<file path="src/rtl/snn_host_pkg.sv">
// Shared types and default widths for the SNN host driver.
package snn_host_pkg;

    localparam int unsigned PKT_W_DEF = 30;
    localparam int unsigned OUT_W_DEF = 8;
    localparam int unsigned CNT_W_DEF = 16;
    localparam int unsigned TO_W_DEF  = 24;

    typedef enum logic [2:0] {
        StIdle,
        StLoad,
        StLoadEnd,
        StRun,
        StDone
    } state_e;

endpackage

</file>
<file path="src/rtl/snn_res_skid.sv">
// One-entry valid/ready output register for the SNN result stream.
module snn_res_skid
    import snn_host_pkg::*;
#(
    parameter int unsigned W = OUT_W_DEF
) (
    input  logic         i_clk,
    input  logic         i_rst_n,
    input  logic         i_flush,
    input  logic         i_push,
    input  logic [W-1:0] i_data,
    output logic         o_valid,
    output logic [W-1:0] o_data,
    input  logic         i_ready
);

    logic         r_valid;
    logic [W-1:0] r_data;

    // Flush beats everything; a push on an accepted beat replaces it in place.
    always_ff @(posedge i_clk) begin
        if (!i_rst_n) begin
            r_valid <= 1'b0;
            r_data  <= '0;
        end else if (i_flush) begin
            r_valid <= 1'b0;
        end else if (i_push) begin
            r_valid <= 1'b1;
            r_data  <= i_data;
        end else if (i_ready) begin
            r_valid <= 1'b0;
        end
    end

    assign o_valid = r_valid;
    assign o_data  = r_data;

endmodule

</file>
<file path="src/rtl/snn_host_driver.sv">
// Host-side sequencer: loads input packets into the SNN, runs it, drains results.
module snn_host_driver
    import snn_host_pkg::*;
#(
    parameter int unsigned PKT_W = PKT_W_DEF,
    parameter int unsigned OUT_W = OUT_W_DEF,
    parameter int unsigned CNT_W = CNT_W_DEF,
    parameter int unsigned TO_W  = TO_W_DEF
) (
    input  logic             sys_clk,
    input  logic             sys_reset_n,
    input  logic             start,
    input  logic             abort,
    input  logic [CNT_W-1:0] cfg_num_pkts,
    input  logic             cfg_spike_en,
    input  logic [TO_W-1:0]  cfg_timeout,
    input  logic             src_valid,
    output logic             src_ready,
    input  logic [PKT_W-1:0] src_data,
    output logic             packet_winc,
    output logic [PKT_W-1:0] packet_wdata,
    input  logic             packet_wfull,
    output logic             load_end,
    output logic             spike_en,
    input  logic             complete,
    output logic             packet_out_rinc,
    input  logic [OUT_W-1:0] packet_out,
    input  logic             packet_out_rempty,
    output logic             res_valid,
    input  logic             res_ready,
    output logic [OUT_W-1:0] res_data,
    output logic             busy,
    output logic             done,
    output logic             timeout_err,
    output logic [CNT_W-1:0] res_count
);

    state_e           r_state, w_state_next;
    logic [CNT_W-1:0] r_num_pkts, r_sent, r_res_count;
    logic [TO_W-1:0]  r_timeout, r_wdog;
    logic             r_spike_en, r_timeout_err;

    logic w_start, w_abort, w_xfer, w_last, w_wdog_hit, w_rinc, w_flush;
    logic w_res_valid;

    // abort outranks start, and abort only means something outside IDLE
    assign w_start    = (r_state == StIdle) & start & ~abort;
    assign w_abort    = (r_state != StIdle) & abort;
    assign w_xfer     = (r_state == StLoad) & src_valid & ~packet_wfull;
    assign w_last     = w_xfer & (CNT_W'(r_sent + 1'b1) == r_num_pkts);
    assign w_wdog_hit = (r_state == StRun) & (r_timeout != '0) &
                        (TO_W'(r_wdog + 1'b1) == r_timeout);
    assign w_rinc     = (r_state == StRun) & ~packet_out_rempty & (~w_res_valid | res_ready);
    assign w_flush    = w_abort | w_wdog_hit;

    // Next-state decode; abort overrides any transition
    always_comb begin
        w_state_next = r_state;
        case (r_state)
            StIdle: begin
                if (w_start) begin
                    w_state_next = (cfg_num_pkts == '0) ? StLoadEnd : StLoad;
                end
            end
            StLoad:    if (w_last) w_state_next = StLoadEnd;
            StLoadEnd: w_state_next = StRun;
            StRun: begin
                if (w_wdog_hit || (complete && packet_out_rempty && !w_res_valid)) begin
                    w_state_next = StDone;
                end
            end
            StDone:    w_state_next = StIdle;
            default:   w_state_next = StIdle;
        endcase
        if (w_abort) begin
            w_state_next = StIdle;
        end
    end

    // State register
    always_ff @(posedge sys_clk) begin
        if (!sys_reset_n) begin
            r_state <= StIdle;
        end else begin
            r_state <= w_state_next;
        end
    end

    // Run configuration and counters; start samples config and clears everything
    always_ff @(posedge sys_clk) begin
        if (!sys_reset_n) begin
            r_num_pkts    <= '0;
            r_spike_en    <= 1'b0;
            r_timeout     <= '0;
            r_sent        <= '0;
            r_wdog        <= '0;
            r_timeout_err <= 1'b0;
            r_res_count   <= '0;
        end else if (w_start) begin
            r_num_pkts    <= cfg_num_pkts;
            r_spike_en    <= cfg_spike_en;
            r_timeout     <= cfg_timeout;
            r_sent        <= '0;
            r_wdog        <= '0;
            r_timeout_err <= 1'b0;
            r_res_count   <= '0;
        end else begin
            if (w_xfer) r_sent <= r_sent + 1'b1;
            if (r_state == StRun) r_wdog <= r_wdog + 1'b1;
            if (w_wdog_hit) r_timeout_err <= 1'b1;
            if (w_res_valid && res_ready && (r_res_count != '1)) begin
                r_res_count <= r_res_count + 1'b1;
            end
        end
    end

    snn_res_skid #(
        .W (OUT_W)
    ) u_res_skid (
        .i_clk   (sys_clk),
        .i_rst_n (sys_reset_n),
        .i_flush (w_flush),
        .i_push  (w_rinc),
        .i_data  (packet_out),
        .o_valid (w_res_valid),
        .o_data  (res_data),
        .i_ready (res_ready)
    );

    assign src_ready       = (r_state == StLoad) & ~packet_wfull;
    assign packet_winc     = w_xfer;
    assign packet_wdata    = src_data;
    assign load_end        = (r_state == StLoadEnd) | (r_state == StRun) | (r_state == StDone);
    assign spike_en        = r_spike_en & ((r_state == StLoadEnd) | (r_state == StRun));
    assign packet_out_rinc = w_rinc;
    assign res_valid       = w_res_valid;
    assign busy            = (r_state != StIdle);
    assign done            = (r_state == StDone) & ~abort;
    assign timeout_err     = r_timeout_err;
    assign res_count       = r_res_count;

endmodule

</file>
<file path="config.mk">
export PLATFORM = sky130hd
export DESIGN_NAME = snn_host_driver
export DESIGN_NICKNAME = d
export VERILOG_FILES = /design/src/rtl/snn_host_pkg.sv /design/src/rtl/snn_res_skid.sv /design/src/rtl/snn_host_driver.sv
export SDC_FILE = /design/constraint.sdc
export NUM_CORES = 1
export LEC_CHECK = 0
export CAP_MARGIN = 20
export CORE_MARGIN = 4
export CORE_UTILIZATION = 50
export CTS_BUF_LIST = sky130_fd_sc_hd__clkbuf_2 sky130_fd_sc_hd__clkbuf_4 sky130_fd_sc_hd__clkbuf_8
export DETAILED_ROUTE_END_ITERATION = 8
export PLACE_DENSITY = 0.89
export SYNTH_ARGS = -nofsm -noshare
export SYNTH_HDL_FRONTEND = slang
export SYNTH_SLANG_ARGS = --single-unit
</file>
<file path="constraint.sdc">
create_clock -name sys_clk -period 5.6 [get_ports sys_clk]
set_input_delay 0.56 -clock sys_clk [delete_from_list [all_inputs] [get_ports sys_clk]]
set_output_delay 0.56 -clock sys_clk [all_outputs]
set_load 0.05 [all_outputs]
</file>
# Word level (Yosys, flattened, before mapping)
# Index checks and enable logic that the tools add are counted.
[op_classes] add_sub_neg=3 n_mul=0 div_mod_pow=0 order_cmp=0 n_eq_ne=10 shift=0 n_mux=7 bitwise=23 reduce_logical=16
[ops] operator="$add A16 B1 Y16 const B" count=2
[ops] operator="$add A24 B1 Y24 const B" count=1
[ops] operator="$eq A24 B24 Y1" count=1
[ops] operator="$reduce_bool A24 Y1" count=1
[ops] operator="$eq A16 B16 Y1" count=1
[ops] operator="$logic_not A16 Y1" count=1
[ops] operator="$ne A16 B16 Y1 const B" count=1
[ops] operator="$and A1 B1 Y1" count=13
[ops] operator="$pmux W3 S4" count=1
[ops] operator="$mux W3" count=3
[ops] operator="$eq A3 B2 Y1 const B" count=2
[ops] operator="$not A1 Y1" count=6
[ops] operator="$reduce_or A2 Y1" count=3
[ops] operator="$logic_and A1 B1 Y1" count=4
[ops] operator="$ne A2 B2 Y1 const B" count=2
[ops] operator="$or A1 B1 Y1" count=4
[ops] operator="$eq A3 B1 Y1 const B" count=1
[ops] operator="$eq A3 B3 Y1 const B" count=1
[ops] operator="$logic_not A3 Y1" count=1
[ops] operator="$reduce_and A3 Y1" count=1
[ops] operator="$reduce_bool A3 Y1" count=1
[ops] operator="$mux W1" count=2
[ops] operator="$mux W2" count=1
[ops] operator="$ne A2 B1 Y1 const B" count=1
[ops] operator="4 further kinds" count=4
[totals] register_bits=110 latch_bits=0 mem_bits_rw=0 rom_bits=0 output_inout_bits=63 n_memories=0

# Logic depth before layout (Yosys ltp)
# Gate-level depths: netlist of run 1.
[depth] ltp_word=6 ltp_mapped=10 ltp_nobuf=9

# Cells and area by module
# From an unflattened synthesis of run 1, not the netlist that was laid out.
[hier_totals] cells_unflattened=768 hier_area_um2=6174.7
[by_module_without_submodules] mod="snn_host_driver" instances=1 cells_each=728 area_each_um2=5784.3
[by_module_without_submodules] mod="snn_res_skid" instances=1 cells_each=40 area_each_um2=390.4

# Worst setup path before layout of run 1
# No wires, ideal clock.
[synth_timing] kind="input port to flip-flop" start="input port packet_wfull" end="register r_state[1]" setup_time_ns=0.060 t_arrival_ns=3.650 required_time_ns=5.540 setup_slack_ns=1.890 path_stages=8 n_path_buf=0 path_cell_list="nor4b_1 -> nand2_1 -> nor4_1 -> o21ai_0 -> a211o_1 -> nor4_1 -> a2111o_1 -> and3_1"
[synth_via] elab_chain_len=5
[synth_rtl] element="start: declaration" line_no="snn_host_driver.sv:22" source="input logic packet_wfull,"
[synth_rtl] element="$not A1 Y1" line_no="snn_host_driver.sv:49" source="assign w_xfer = (r_state == StLoad) & src_valid & ~packet_wfull;"
[synth_rtl] element="$and A1 B1 Y1" line_no="snn_host_driver.sv:49"
[synth_rtl] element="$and A1 B1 Y1" line_no="snn_host_driver.sv:50" source="assign w_last = w_xfer & (CNT_W'(r_sent + 1'b1) == r_num_pkts);"
[synth_rtl] element="$ne A2 B2 Y1 (no line)"
[synth_rtl] element="$reduce_and A3 Y1 (no line)"
[synth_rtl] element="end signal: assignment" line_no="snn_host_driver.sv:83" source="r_state <= StIdle;"
[synth_rtl] element="end signal: assignment" line_no="snn_host_driver.sv:85" source="r_state <= w_state_next;"
[synth_rtl] element="end: declaration" line_no="snn_host_driver.sv:38" source="state_e r_state, w_state_next;"
# No other way between the ends.
# A chain may end at the register's enable or synchronous reset.

# Worst setup path after layout of run 1
[layout_timing] start="register r_state[0]" end="output port packet_out_rinc"
[layout_via] elab_chain_len=3
[layout_rtl] element="$eq A3 B2 Y1" line_no="snn_host_driver.sv:53" source="assign w_rinc = (r_state == StRun) & ~packet_out_rempty & (~w_res_valid | res_ready);"
[layout_rtl] element="$and A1 B1 Y1 (2 in a row)" line_no="snn_host_driver.sv:53"
[layout_rtl] element="end: declaration" line_no="snn_host_driver.sv:26" source="output logic packet_out_rinc,"
# No other way between the ends.

==> summary.txt, run 1 <==
Place
  – Buffers on Ports: 90
  – Post-DP HPWL: 10530 um
  – Placed cell count: 942
  – Placed Area: 0.006843 mm^2
  – RePlAce Congestion: 0.9147

Setup path
  – Kind of critical path: reg -> out
  – CP endpoint kind: output pin
  – Critical path data arrival time: 2.87 ns
  – Slowest CP cell: clkdlybuf4s50_1
  – Largest fanout on the critical path: 17
  – Worst setup SP type: register
  – Crit-path cells: nand3b_1, nor3_1, clkdlybuf4s50_1
  – Worst path required time: 5.04 ns
  – Slowest stage delay, CP: 0.89 ns

Min path
  – HP Class: reg -> reg

Synth
  – Post-Syn Nets: 868
  – EDFF count, synth: 0
  – Largest family of logic cells by synthesized area: simple AND/OR/NAND/NOR gates
  – Proportion of synthesized area in mux cells: 0.01626
  – Sequential element share of the synthesized area: 0.3578
  – Synth cell types: 60
  – Synthesized flop and latch total: 110
  – Fraction of registers with async set/reset: 0
  – Adder-cell share of the synthesized area: 0.007725
  – Yosys warns: 0
  – Mapped Area: 0.006155 mm^2
  – Main synth FF type: dfxtp_1
  – Synth Instances: 777
  – Synth Area in XOR/XNOR: 0.1295
  – Simple-gate share of the synthesized area: 0.3007
  – Synth Area in Compound Gates: 0.1177
  – Mapped Avg Cell Area: 7.921 um^2

Finish
  – # diodes: 0
  – Post-route insts no fill: 959
  – Area taken by flip-flops and latches: 0.002202 mm^2
  – Multi-input gate area: 0.003527 mm^2
  – Fin area: 0.007052 mm^2
  – Nets: 898
  – Most common cell after layout, fill and taps aside: nand2_1
  – Most frequent cells in the layout: 143 x nand2_1, 110 x dfxtp_1, 89 x clkdlybuf4s50_1, 75 x nor2_1, 50 x xnor2_1
  – Fillers: 1053
  – Fraction of layout cells with a size suffix above 1: 0.04064
  – Layout area overhead: 14.58%

Detailed routing
  – WL final: 14730 um
  – Via density: 5.672
  – Post-DRT Antenna Nets: 0
  – Initial drt markers: 369
  – Vias: 5439
  – Wire length per cell: 15.36 um
  – # DRC: 0
  – DRT Pass-1 Iters: 5

GRT
  – Initial antenna violation count: 0
  – Largest net degree at the start of global routing: 61
  – Vias in the first global route: 5197
  – First-pass GRT wire length: 24610 um
  – GRT overflow: 0
  – GRT Total Usage: 0.2070

Timing
  – Final setup violation count: 0
  – Final TNS setup: 0 ns
  – Slew Limit Headroom: 0.4000
  – Final Max Tran Viols: 0
  – RSZ-0062 raised after global routing: no
  – Final worst path period share: 0.6127
  – Final Hold Viols: 0
  – Hold WS: 0.4670 ns
  – Tmin final: 3.431 ns
  – Worst slew pin tran: 0.9000 ns
  – Max Fclk: 0.2915 GHz
  – Worst Skew: 0.01338 ns

Pwr
  – Total power draw: 1.438 mW
  – Maximum VDD drop: 0.1357 mV
  – Leak pwr: 2.332 nW
  – PwrDens: 203.9 mW/mm^2

Clock tree
  – Clk slew on worst S/H paths: 0.11 ns
  – Sink Count: 110
  – CTS tree: yes
  – Hold Buf Count CTS: 0
  – H-Tree Depth: 3
  – Post-CTS Setup Repair Bufs: 0
  – Inserted Clock Buffers: 9
  – Bufs on Longest Clock Path: 2
  – Post-CTS resize count: 0
  – Worst-Skew Late Latency: 0.38 ns
  – CTS root buffer: clkbuf_8

Floorplan
  – I/O pin total: 151
  – Die width: 118.9 um
  – Die area: 0.01415 mm^2
  – Initial core utilization: 0.5124
  – Die Y: 118.9 um
  – # rows: 40
  – Core ar.: 0.01201 mm^2

Run
  – Max-cap viol count: 0

Status
  – Status: finished clean
-- layout make-up --
class / instances / area share
timing repair buffer: 92 / 0.1309
clock inverter: 6 / 0.007275
clock buffer: 10 / 0.01952
sequential: 110 / 0.3123
tap: 147 / 0.02608
inverter: 7 / 0.003726
multi-input combinational: 587 / 0.5002
-- flip-flops by register name, summed over array words and instances (netlist names) --
name / flops
timeout_err: 1
res_count: 16
r_wdog: 24
r_sent: 16
u_res_skid.o_data: 8
u_res_skid.o_valid: 1
r_state: 3
r_spike_en: 1
r_num_pkts: 16
r_timeout: 24
-- cells by family (layout without fill, tap and decap cells) --
group,count (synthesis),count (layout)
buffers and inverters,80,115
DFF,110,110
xor gates and xnor gates,91,91
adders and majority gates,4,4
and+or+nand+nor,374,374
muxes,10,10
AOI/OAI and AO/OA,108,108
-- where the power goes --
group	total [mW]	internal (mW)	switching, mW
Clock	0.474	0.183	0.292
Sequential	0.814	0.797	0.0178
Combinational	0.149	0.0757	0.0731
-- Yosys cell counts, drive strengths merged (20+ instances only) --
cell type | number | area share
nand2 | 144 | 0.088
dfxtp | 110 | 0.36
nor2 | 76 | 0.048
xnor2 | 50 | 0.071
buf | 47 | 0.050
a21boi | 41 | 0.050
xor2 | 41 | 0.058
nand3 | 28 | 0.024
clkbuf | 26 | 0.016
nand4 | 26 | 0.031
nor4 | 23 | 0.029
a21oi | 22 | 0.018
nor3 | 20 | 0.017
o21ai | 20 | 0.016
-- per-stage QoR --
| stage | setup WS, ns | util |
|---|---|---|
| 2_1_floorplan | 1.890 | - |
| 5_1_grt | 2.010 | 0.5871 |
| 4_1_cts | 2.141 | 0.5854 |
| 3_3_place_gp | 2.445 | 0.5697 |
| 3_5_place_dp | 2.361 | 0.5697 |
| 6_report | 2.169 | 0.5871 |
-- critical path, delay by kind of cell (launching register included) --
kind | cells | cell delay [ns]
buf+inv | 1 | 0.89
flops | 1 | 0.55
simple gates | 2 | 1.05
-- worst paths after layout --
check / from / to / slack [ns] / depth (start not counted)
worst max-delay path: r_state[0] / packet_out_rinc / 2.17 / 3
worst min-delay path: u_res_skid.o_data[0] / u_res_skid.o_data[0] / 0.47 / 2
worst max register to register: r_wdog[0] / u_res_skid.o_data[2] / 2.54 / 9
worst min register to register: u_res_skid.o_data[0] / u_res_skid.o_data[0] / 0.47 / 2
-- routing by layer --
layer	GRT usage	part of all wire	vias up	wire length [um]
li1	-	-	2701	-
met2	0.3371	0.46	183	6750
met4	0.06083	0.016	0	234
met5	0	0	-	0
met3	0.04321	0.069	26	1009
met1	0.2776	0.46	2529	6735
No activity file was read; power rests on OpenSTA's default activity.
==> run 2: changes to the inputs <==
- clock period: 5.6 -> 3.58 ns (I/O delays scaled with it)
==> run 2 against run 1 <==
Register-to-register slack got worse by 1.9 ns. Critical path depth increased by 6. Utilization increased by 0.15 points. Flip-flop and latch count unchanged. Global-route usage decreased by 0.97 points. Die area unchanged. Routed wire length decreased by 4.0%. First-iteration DRC count increased by 18%. Clock skew increased by 0.0023 ns. Non-clock buffer count increased by 4. Cell area increased by 0.25%. Largest cell class unchanged. Highest routed layer unchanged.
==> summary.txt, run 2 (synthesized netlist as in run 1, its figures left out) <==
Pwr
  – Internal power: 1.638 mW (was 1.055 mW)
  – Gate power share: 0.105 (was 0.103)
  – Psw: 0.5679 mW (was 0.3827 mW)
  – Clock power frac: 0.319 (was 0.330)
  – Sw frac: 0.2574 (was 0.2662)
  – Reg power frac: 0.577 (was 0.566)
  – Total power draw: 2.206 mW (was 1.438 mW)
  – Leak pwr: 2.333 nW (was 2.332 nW)
  – PwrDens: 312.1 mW/mm^2 (was 203.9 mW/mm^2)
  – Maximum VDD drop: 0.1953 mV (was 0.1357 mV)

Finish
  – Most frequent cells in the layout: 143 x nand2_1, 110 x dfxtp_1, 89 x clkdlybuf4s50_1, 75 x nor2_1, 50 x xnor2_1 (unchanged)
  – Nets: 902 (was 898)
  – Layout area overhead: 14.86% (was 14.58%)
  – Post-route insts no fill: 963 (was 959)
  – Fraction of layout cells with a size suffix above 1: 0.04657 (was 0.04064)
  – Largest regs: r_timeout x24, r_wdog x24 (unchanged)
  – Most common cell after layout, fill and taps aside: nand2_1 (unchanged)
  – # diodes: 0 (unchanged)
  – Fin area: 0.007069 mm^2 (was 0.007052 mm^2)

Floorplan
  – Die Y: 118.9 um (unchanged)
  – # rows: 40 (unchanged)
  – Die area: 0.01415 mm^2 (unchanged)
  – Initial core utilization: 0.5124 (unchanged)
  – Core ar.: 0.01201 mm^2 (unchanged)
  – Die width: 118.9 um (unchanged)
  – I/O pin total: 151 (unchanged)

Clock tree
  – Bufs on Longest Clock Path: 2 (unchanged)
  – H-Tree Depth: 3 (unchanged)
  – Post-CTS resize count: 0 (unchanged)
  – Post-CTS Setup Repair Bufs: 0 (unchanged)
  – CTS tree: yes (unchanged)
  – Inserted Clock Buffers: 9 (unchanged)
  – Clk slew on worst S/H paths: 0.10 ns (was 0.11 ns)
  – CTS root buffer: clkbuf_8 (unchanged)
  – Worst-Skew Late Latency: 0.38 ns (about the same)
  – Hold Buf Count CTS: 0 (unchanged)
  – Sink Count: 110 (unchanged)

Detailed routing
  – Post-DRT Antenna Nets: 0 (unchanged)
  – Vias: 5433 (was 5439)
  – Initial drt markers: 437 (was 369)
  – DRT Pass-1 Iters: 5 (unchanged)
  – # DRC: 0 (unchanged)
  – Via density: 5.642 (was 5.672)
  – Wire length per cell: 14.69 um (was 15.36 um)
  – WL final: 14150 um (was 14730 um)

Timing
  – Hold WS: 0.4636 ns (was 0.4670 ns)
  – RSZ-0062 raised after global routing: no (unchanged)
  – Max Fclk: 0.3426 GHz
  – Final setup violation count: 0 (unchanged)
  – Final Hold Viols: 0 (unchanged)
  – Final TNS setup: 0 ns (unchanged)
  – Worst Skew: 0.01565 ns (was 0.01338 ns)
  – Worst slew pin tran: 0.8959 ns (was 0.9000 ns)
  – Slew Limit Headroom: 0.4027 (was 0.4000)
  – Tmin final: 2.919 ns
  – Final Max Tran Viols: 0 (unchanged)
  – Final worst path period share: 0.8153

Setup path
  – Setup crit start: r_wdog[0] (was r_state[0])
  – Kind of critical path: reg -> reg (was reg -> out)
  – Worst reg2reg startpoint: r_wdog[0] (unchanged)
  – End of the critical path: u_res_skid.o_data[6] (was packet_out_rinc)
  – Worst path required time: 3.85 ns (was 5.04 ns)
  – End of the worst register-to-register path: u_res_skid.o_data[6] (was u_res_skid.o_data[2])
  – Worst R2R Setup Slack: 0.66 ns (was 2.54 ns)
  – CP endpoint kind: register (was output pin)
  – R2R depth: 9 (unchanged)
  – Largest fanout on the critical path: 8 (was 17)
  – Worst setup SP type: register (unchanged)
  – Critical path data arrival time: 3.19 ns (was 2.87 ns)

GRT
  – GRT Total Usage: 0.1973 (was 0.2070)
  – Largest net degree at the start of global routing: 61 (unchanged)
  – GRT overflow: 0 (unchanged)
  – Initial antenna violation count: 0 (unchanged)
  – Vias in the first global route: 4895 (was 5197)
  – First-pass GRT wire length: 23270 um (was 24610 um)

Place
  – Post-DP HPWL: 10320 um (was 10530 um)
  – Buffers on Ports: 90 (unchanged)
  – Placed Area: 0.006887 mm^2 (was 0.006843 mm^2)
  – Placed cell count: 947 (was 942)
  – RePlAce Congestion: 0.9623 (was 0.9147)

Status
  – Status: finished clean (unchanged)

Min path
  – HP Class: reg -> reg (unchanged)
  – Min-delay src: u_res_skid.o_data[7] (was u_res_skid.o_data[0])

Run
  – Max-cap viol count: 0 (unchanged)
-- run 2: changes by cell type in the layout (fill, tap and decap cells not counted), sizes merged --
cell,change
buf,+4
clkinvlp,+3
inv,-3
-- run 2: layer usage --
metal / wire (um) / track usage
met5: 0 / 0
met4: 384 / 0.08617
met3: 894 / 0.03466
met2: 6194 / 0.3055
met1: 6672 / 0.2703
-- run 2: how the worst min path moves through the flow --
stage	to	slack (ns)	cells past startpoint
2_1_floorplan	r_spike_en	0.44	2
3_3_place_gp	u_res_skid.o_data[2]	0.44	2
3_5_place_dp	u_res_skid.o_data[4]	0.45	2
4_1_cts	u_res_skid.o_data[6]	0.47	2
5_1_grt	u_res_skid.o_data[7]	0.48	2
6_report	u_res_skid.o_data[7]	0.46	2
-- run 2: layout make-up --
| class | instances | area, um^2 |
|---|---|---|
| Fill cell | 1062 | 4942 |
| Multi-Input combinational cell | 587 | 3533 |
| Sequential cell | 110 | 2202 |
| Timing Repair Buffer | 96 | 940.9 |
| Tap cell | 147 | 183.9 |
| Clock buffer | 10 | 137.6 |
| Clock inverter | 6 | 45.04 |
| Inverter | 7 | 26.28 |
-- run 2: stage by stage --
step,util,setup slack [ns]
after global placement,0.5733,0.8266
final,0.5885,0.6611
after CTS,0.5885,0.6737
after global routing,0.5885,0.4143
after detailed placement,0.5733,0.7190
after floorplan,-,0.8032
-- run 2: power by group through the flow --
stage,combinational [mW],clock [mW],sequential [mW]
2_1_floorplan,0.223,0,1.29
3_3_place_gp,0.227,0,1.30
3_5_place_dp,0.230,0,1.30
4_1_cts,0.231,0.721,1.27
5_1_grt,0.253,0.772,1.28
6_report,0.231,0.703,1.27
-- run 2: critical path, stage by stage (launching register included) --
cell       delay (ns)
dfxtp_1          0.47
ha_1             0.32
nand4_1          0.30
nor2_1           0.35
a21oi_1          0.10
nor3_1           0.20
o2111ai_1        0.18
nor4_4           0.58
nor2_4           0.15
mux2i_1          0.15
